### config.mk
export PLATFORM = sky130hd
export DESIGN_NAME = ttc_trigger_sequencer
export DESIGN_NICKNAME = d
export VERILOG_FILES = /design/src/rtl/ttc_trigger_sequencer.sv
export SDC_FILE = /design/constraint.sdc
export NUM_CORES = 2
export LEC_CHECK = 0
export CAP_MARGIN = 10
export CORE_MARGIN = 5
export CORE_UTILIZATION = 60
export CTS_BUF_LIST = sky130_fd_sc_hd__clkbuf_4
export CTS_CLUSTER_SIZE = 8
export DETAILED_ROUTE_END_ITERATION = 16
export PLACE_DENSITY = 0.8
export SLEW_MARGIN = 30
export SYNTH_ARGS = -nofsm -noshare
export SYNTH_HDL_FRONTEND = slang
export SYNTH_SLANG_ARGS = --single-unit
### constraint.sdc
create_clock -name clk -period 7.7 [get_ports clk]
set_input_delay 1.54 -clock clk [delete_from_list [all_inputs] [get_ports clk]]
set_output_delay 1.54 -clock clk [all_outputs]
set_load 0.005 [all_outputs]
### src/rtl/ttc_trigger_sequencer.sv
// TTC Channel A trigger sequencer: numbers and time-stamps triggers, applies dead time and
// fill-type filtering, and queues records in a first-word fall-through FIFO.
module ttc_trigger_sequencer #(
  parameter int FIFO_DEPTH = 16,
  parameter int DEADTIME   = 4,
  parameter int NUM_WIDTH  = 24,
  parameter int TS_WIDTH   = 44
) (
  input  logic                 clk,
  input  logic                 reset_n,
  input  logic                 trigger,
  input  logic [2:0]           fill_type,
  input  logic                 accept_pulse_triggers,
  input  logic                 reset_trig_num,
  input  logic                 reset_trig_timestamp,
  input  logic                 rec_ready,
  output logic                 rec_valid,
  output logic [NUM_WIDTH-1:0] rec_num,
  output logic [TS_WIDTH-1:0]  rec_timestamp,
  output logic [2:0]           rec_fill_type,
  output logic                 busy,
  output logic [15:0]          dead_drop_count,
  output logic [31:0]          overflow_count,
  input  logic [31:0]          thres_overflow,
  output logic                 error_overflow
);
  localparam int AW    = $clog2(FIFO_DEPTH);
  localparam int CNT_W = (DEADTIME > 1) ? $clog2(DEADTIME) : 1;
  localparam logic [CNT_W-1:0] CNT_INIT = CNT_W'((DEADTIME > 0) ? DEADTIME - 1 : 0);
  localparam logic [AW:0]      FULL_CNT = (AW+1)'(FIFO_DEPTH);

  typedef enum logic {IDLE, DEAD} state_t;
  typedef struct packed {
    logic [NUM_WIDTH-1:0] num;
    logic [TS_WIDTH-1:0]  ts;
    logic [2:0]           ft;
  } rec_t;

  state_t               state_q, state_d;
  logic [CNT_W-1:0]     cnt_q, cnt_d;
  logic [TS_WIDTH-1:0]  ts_q, ts_d;
  logic [NUM_WIDTH-1:0] tn_q, tn_d;
  logic [15:0]          dead_drop_q, dead_drop_d;
  logic [31:0]          overflow_q, overflow_d;
  logic [AW-1:0]        wr_ptr_q, wr_ptr_d, rd_ptr_q, rd_ptr_d;
  logic [AW:0]          count_q, count_d;
  rec_t                 mem_q [FIFO_DEPTH];
  rec_t                 new_rec, head;
  logic                 fill_ok, idle, full, accept, drop_dead, drop_ovf, push, pop;

  always_comb begin
    fill_ok   = (fill_type == 3'b001) || (fill_type == 3'b010) || (fill_type == 3'b011) ||
                (fill_type == 3'b100 && accept_pulse_triggers);
    idle      = (state_q == IDLE);
    // full is taken from the registered occupancy, i.e. before this cycle's pop
    full      = (count_q == FULL_CNT);
    accept    = trigger && idle && fill_ok && !full;
    drop_dead = trigger && !(idle && fill_ok);
    drop_ovf  = trigger && idle && fill_ok && full;
    rec_valid = (count_q != '0);
    pop       = rec_valid && rec_ready;
    push      = accept;

    new_rec.num = reset_trig_num ? NUM_WIDTH'(1) : tn_q + NUM_WIDTH'(1);
    new_rec.ts  = reset_trig_timestamp ? '0 : ts_q;
    new_rec.ft  = fill_type;

    ts_d = reset_trig_timestamp ? '0 : ts_q + TS_WIDTH'(1);
    tn_d = tn_q;
    if (accept)              tn_d = new_rec.num;
    else if (reset_trig_num) tn_d = '0;

    dead_drop_d = (drop_dead && dead_drop_q != '1) ? dead_drop_q + 16'd1 : dead_drop_q;
    overflow_d  = (drop_ovf && overflow_q != '1) ? overflow_q + 32'd1 : overflow_q;

    state_d = state_q;
    cnt_d   = cnt_q;
    case (state_q)
      IDLE: if (accept && DEADTIME > 0) begin
        state_d = DEAD;
        cnt_d   = CNT_INIT;
      end
      DEAD: if (cnt_q == '0) state_d = IDLE;
            else             cnt_d   = cnt_q - CNT_W'(1);
      default: state_d = IDLE;
    endcase

    wr_ptr_d = push ? wr_ptr_q + AW'(1) : wr_ptr_q;
    rd_ptr_d = pop  ? rd_ptr_q + AW'(1) : rd_ptr_q;
    count_d  = count_q;
    if (push && !pop)      count_d = count_q + (AW+1)'(1);
    else if (pop && !push) count_d = count_q - (AW+1)'(1);
  end

  always_ff @(posedge clk or negedge reset_n) begin
    if (!reset_n) begin
      state_q     <= IDLE;
      cnt_q       <= '0;
      ts_q        <= '0;
      tn_q        <= '0;
      dead_drop_q <= '0;
      overflow_q  <= '0;
      wr_ptr_q    <= '0;
      rd_ptr_q    <= '0;
      count_q     <= '0;
    end else begin
      state_q     <= state_d;
      cnt_q       <= cnt_d;
      ts_q        <= ts_d;
      tn_q        <= tn_d;
      dead_drop_q <= dead_drop_d;
      overflow_q  <= overflow_d;
      wr_ptr_q    <= wr_ptr_d;
      rd_ptr_q    <= rd_ptr_d;
      count_q     <= count_d;
    end
  end

  always_ff @(posedge clk) begin
    if (push) mem_q[wr_ptr_q] <= new_rec;
  end

  // Storage is not reset, so the head is masked to keep rec_* at zero when empty
  always_comb begin
    head           = rec_valid ? mem_q[rd_ptr_q] : '0;
    rec_num        = head.num;
    rec_timestamp  = head.ts;
    rec_fill_type  = head.ft;
    busy           = (state_q == DEAD);
    dead_drop_count = dead_drop_q;
    overflow_count  = overflow_q;
    error_overflow  = (overflow_q > thres_overflow);
  end
endmodule

# Word level (Yosys, flattened, before mapping)
# Memories as Yosys holds them, arrays and structs flattened.
# Index checks and enable logic that the tools add are counted.
word_totals:
  reg_bits: 132
  ram_bits: 1136
  in_bits: 42
  mem_count: 1
op_classes:
  addsub: 9
  magnitude_cmp: 1
  n_eq_ne: 9
  muxes: 15
  bitwise_logic: 1
  reduce_logical: 24
mem_list:
  columns: ["name", "words", "width", "read_ports", "rd_clocked_by_memory_dff", "wr", "line_no", "text"]
  rows:
  - ["mem_q", 16, 71, 1, 0, 1, "47", "rec_t mem_q [FIFO_DEPTH];"]
op_table:
  columns: ["cell", "count"]
  rows:
  - ["44-bit two-way mux", 2]
  - ["24-bit two-way mux", 3]
  - ["71-bit two-way mux", 1]
  - ["44-bit by 1-bit adder with 44-bit output (second input constant)", 1]
  - ["32-bit by 1-bit adder with 32-bit output (second input constant)", 1]
  - ["32-bit greater-than comparator", 1]
  - ["32-bit inequality test (second input constant)", 1]
  - ["24-bit by 1-bit adder with 24-bit output (second input constant)", 1]
  - ["16-bit by 1-bit adder with 16-bit output (second input constant)", 1]
  - ["16-bit inequality test (second input constant)", 1]
  - ["1-bit logical AND", 12]
  - ["5-bit two-way mux", 2]
  - ["4-bit by 1-bit adder with 4-bit output (second input constant)", 2]
  - ["3-bit by 2-bit == test with 1-bit output (second input constant)", 2]
  - ["5-bit by 1-bit adder with 5-bit output (second input constant)", 1]
  - ["5-bit == test (second input constant)", 1]
  - ["5-bit nonzero test", 1]
  - ["5-bit by 1-bit subtractor with 5-bit output (second input constant)", 1]
  - ["1-bit zero test", 4]
  - ["2-bit two-way mux", 2]
  - ["2-bit one-hot mux with 2 select lines", 1]
  - ["2-bit nonzero test", 2]
  - ["3-bit by 1-bit == test with 1-bit output (second input constant)", 1]
  - ["3-bit == test (second input constant)", 1]
  - ["9 further kinds", 13]

# Logic depth before layout (Yosys ltp)
depth:
  word_depth: 10
  mapped_depth: 13
  depth_no_buf: 12

# Worst setup path before layout
# Ideal clock, no wire load.
synth_path:
  path_type: "input to register"
  startpoint: "input fill_type[0]"
  endpoint: "memory mem_q[7][0] (netlist name), enable pin"
  arrival_ps: 7628
  setup_slack_ps: -530
  stages: 6
  path_buffers: 0
  path_cell_list: "nand4bb_1 > a21boi_1 > nand2_1 > inv_1 > nand2_1 > nor3b_1"
synth_between:
  elab_chain_len: 8
  word_cells_on_any_way: 12
synth_rtl:
  columns: ["item", "line_no", "text"]
  rows:
  - ["start: declaration", "12", "input logic [2:0] fill_type,"]
  - ["3-bit by 1-bit == test with 1-bit output / 3-bit by 2-bit == test with 1-bit output (equally long branches)", "52", "fill_ok = (fill_type == 3'b001) || (fill_type == 3'b010) || (fill_type == 3'b011) ||"]
  - ["1-bit logical OR (2 in a row)", "52", null]
  - ["1-bit logical OR (*)", "52", null]
  - ["1-bit logical AND (*) (2 in a row)", "57", "accept = trigger && idle && fill_ok && !full;"]
  - ["1-bit two-way mux (*)", "120", "if (push) mem_q[wr_ptr_q] <= new_rec;"]
  - ["1-bit two-way mux (implied by the code) (*)", "120", null]
  - ["end: declaration", "47", null]
# Mark *: on every way between the ends. The rest lies on a longest branch, timed or not.

# Final worst setup path
layout_path:
  startpoint: "register rd_ptr_q[0]"
  endpoint: "output rec_num[13]"
layout_between:
  elab_chain_len: 2
layout_rtl:
  columns: ["item", "line_no", "text"]
  rows:
  - ["start: declaration", "45", "logic [AW-1:0] wr_ptr_q, wr_ptr_d, rd_ptr_q, rd_ptr_d;"]
  - ["start signal: assignment", "114", "rd_ptr_q <= rd_ptr_d;"]
  - ["memory read 16 x 71 bit", null, null]
  - ["71-bit two-way mux", "125", "head = rec_valid ? mem_q[rd_ptr_q] : '0;"]
  - ["end: declaration", "18", "output logic [NUM_WIDTH-1:0] rec_num,"]
# Every way passes these cells.

==> reports/metrics.yaml <==
status: "completed"
skew_ns: 0.0939
yosys_warnings: 0
clkTransAtPathRegs_ns: 0.07
area_growth_pct: 14.0
yosysTopAreaCell: "edfxtp_1"
synth-seq-cells: 1268
slowest_delay_ns: 0.88
final_common_cell: "edfxtp_1"
cts_tree: "done"
drtIter0Drc: 3002
post-cts-setup-buffers: 0
die_x_um: 302
drive_above_1_share_pct: 31.0
final_cell_count_no_fill: 4334
cts.sinks: 1268
antenna_found_initial: 2
synthesis.instances: 2566
async_flop_share_pct: 10.4
final_nets: 3071
syn_area_um2: 51200
drt-total-wl_mm: 115
synth_edf_count: 1136
finalCriticalPeriod_ns: 6.17
start_kind: "flop"
max_cap_violations: 0
io_pins: 164
p_leak_nw: 20.1
max_freq_mhz: 162
die-area_um2: 91200
synth_area_leaders: "edfxtp_1, mux4_2, dfrtp_1, ha_1, xnor2_1"
insertion_delay_ns: 1.13
dpl_cell_area_um2: 54300
avgRoutedWirePerCell_um: 26.6
slew_headroom_pct: 31.6
clockBufferDepth: 4
tightestPinTransition_ns: 1.02
critical_path_arrival_ns: 4.63
cts.htree.levels: 5
path_max_fanout: 39
powerDensity_nw_per_um2: 317
ctsHoldBuffers: 0
final_hold_viol_count: 0
via_count: 27074
core_um2: 84900
drc: 0
grt_overflow: 0
hold_class: "in -> async"
globalplace.congestion: 0.860
portBuffers: 163
fin_area_um2: 58300
critPathRequiredTime_ns: 6.16
synth_top_cell_area_share_pct: 66.7
avgSynthCellArea_um2: 19.9
grt_pass1_vias: 29390
synth_cell_types: 53
synthesis.nets: 2655
cts-root-buf: "clkbuf_4"
viasPerCell: 6.25
die_height_um: 302
setup_viol_count_final: 0
cts_resized: 0
period_share_pct: 80.2
critPathCaptureType: "primary output"
grt_start_max_net_pins: 90
crit_top_cell: "mux4_2"
slowest_stage: "dfrtp_4"
ir_drop_mv: 0.278
grt_pass1_wl_mm: 176
dp_hpwl_mm: 64.1
slew_violations: 0
dp_cells: 3800
seq_area_frac_synth_pct: 73.1
final_cell_mix: "edfxtp_1, clkbuf_4, mux4_2"
path_class: "reg -> out"
first_pass_iters: 5
worstPathCellList: "buf_4, mux4_2, mux4_2, and2_1, clkdlybuf4s50_1"
rows: 107
cts_made_buffers: 322
grt_setup_unrepaired: "no"
initial_core_util_pct: 60.3
synthFlopType: "edfxtp_1"
antenna_left: 0
grt_usage_pct: 25.9
reg2reg_depth: 12
==> state kept, by name (all words and copies together) (netlist names) <==
signal / cells
busy: 1
cnt_q: 2
count_q: 5
dead_drop_count: 16
mem_q: 1136
overflow_count: 32
rd_ptr_q: 4
tn_q: 24
ts_q: 44
wr_ptr_q: 4
==> power by group <==
group	total, mW	internal, mW	switching, mW
sequential	7.93	7.62	0.306
clock	5.40	2.88	2.52
combinational	5.14	2.94	2.20
total	18.5	13.4	5.02
==> layout make-up <==
cell class              instances  area [um^2]
multi-input cells            1124        13300
clock inverters                58          310
fillers                      5161        26600
well taps                    1144         1430
inverters                      53          199
clock buffers                 472         3540
flip-flops and latches       1268        37400
repair buffers                213         2120
diodes                          2         5.00
==> logic make-up (layout without fill, tap and decap cells) <==
| logic type | count (synthesis) | in the layout | synth area share, % |
|---|---|---|---|
| simple gates | 515 | 515 | 5.61 |
| buf+inv | 174 | 796 | 1.34 |
| other cells | 0 | 2 | 0 |
| fa+ha+maj | 47 | 47 | 1.16 |
| mux | 366 | 366 | 15.9 |
| flops | 1268 | 1268 | 73.1 |
| compound gates | 88 | 88 | 1.04 |
| xor+xnor | 108 | 108 | 1.85 |
==> routing by layer <==
| layer | up-vias | track usage (%) | routed length (um) |
|---|---|---|---|
| met5 | - | 0 | 0 |
| met4 | 0 | 8.24 | 2470 |
| met2 | 1538 | 42.9 | 59200 |
| met3 | 169 | 6.73 | 10900 |
| met1 | 13924 | 34.6 | 42800 |
| li1 | 11443 | - | - |
==> worst max-delay path, delay by kind of cell, from the launching register on <==
kind	cells	cell delay (ns)
multiplexers	2	1.12
AND/OR/NAND/NOR	1	0.18
flip-flops	1	0.88
buffers and inverters	2	1.26
==> synth_stat cells (27+ instances only) <==
cell and n:
edfxtp_1 1136, mux4_2 355, dfrtp_1 132, nor2_1 93
clkbuf_1 84, and2_1 81, nand4_1 67, xnor2_1 65
nand2_1 61, inv_1 53, nand3_1 51, nor2b_1 48
ha_1 46, xor2_1 43, a21oi_1 35, buf_2 27
==> path summary, 6_finish.rpt <==
path / endpoint / slack, ns / startpoint
max in group asynchronous: rd_ptr_q[3]$_DFFE_PN0P_ / 5.87 / reset_n
worst min-delay path: dead_drop_count[6]$_DFFE_PN0P_ / 0.48 / reset_n
worst max-delay path: rec_num[13] / 1.53 / rd_ptr_q[0]$_DFFE_PN0P_
min in group clk: cnt_q[0]$_DFFE_PN0P_ / 0.48 / cnt_q[0]$_DFFE_PN0P_
worst max register to register: count_q[4]$_DFFE_PN0P_ / 3.26 / count_q[0]$_DFFE_PN0P_
worst min register to register: cnt_q[0]$_DFFE_PN0P_ / 0.48 / cnt_q[0]$_DFFE_PN0P_
==> stage by stage <==
stage | TNS [ns] | setup slack, ns | power [mW] | hold slack [ns] | util [%]
after floorplan | -112.87 | -0.530 | 11.3 | 0.445 | -
after global placement | 0 | 2.04 | 13.2 | 0.459 | 63.9
after detailed placement | 0 | 1.80 | 13.2 | 0.475 | 64.0
after CTS | 0 | 1.34 | 18.6 | 0.398 | 68.5
after global routing | 0 | 1.20 | 19.4 | 0.478 | 68.7
final | 0 | 1.53 | 18.5 | 0.477 | 68.7
Note: power is estimated with default switching activity, not from simulation.
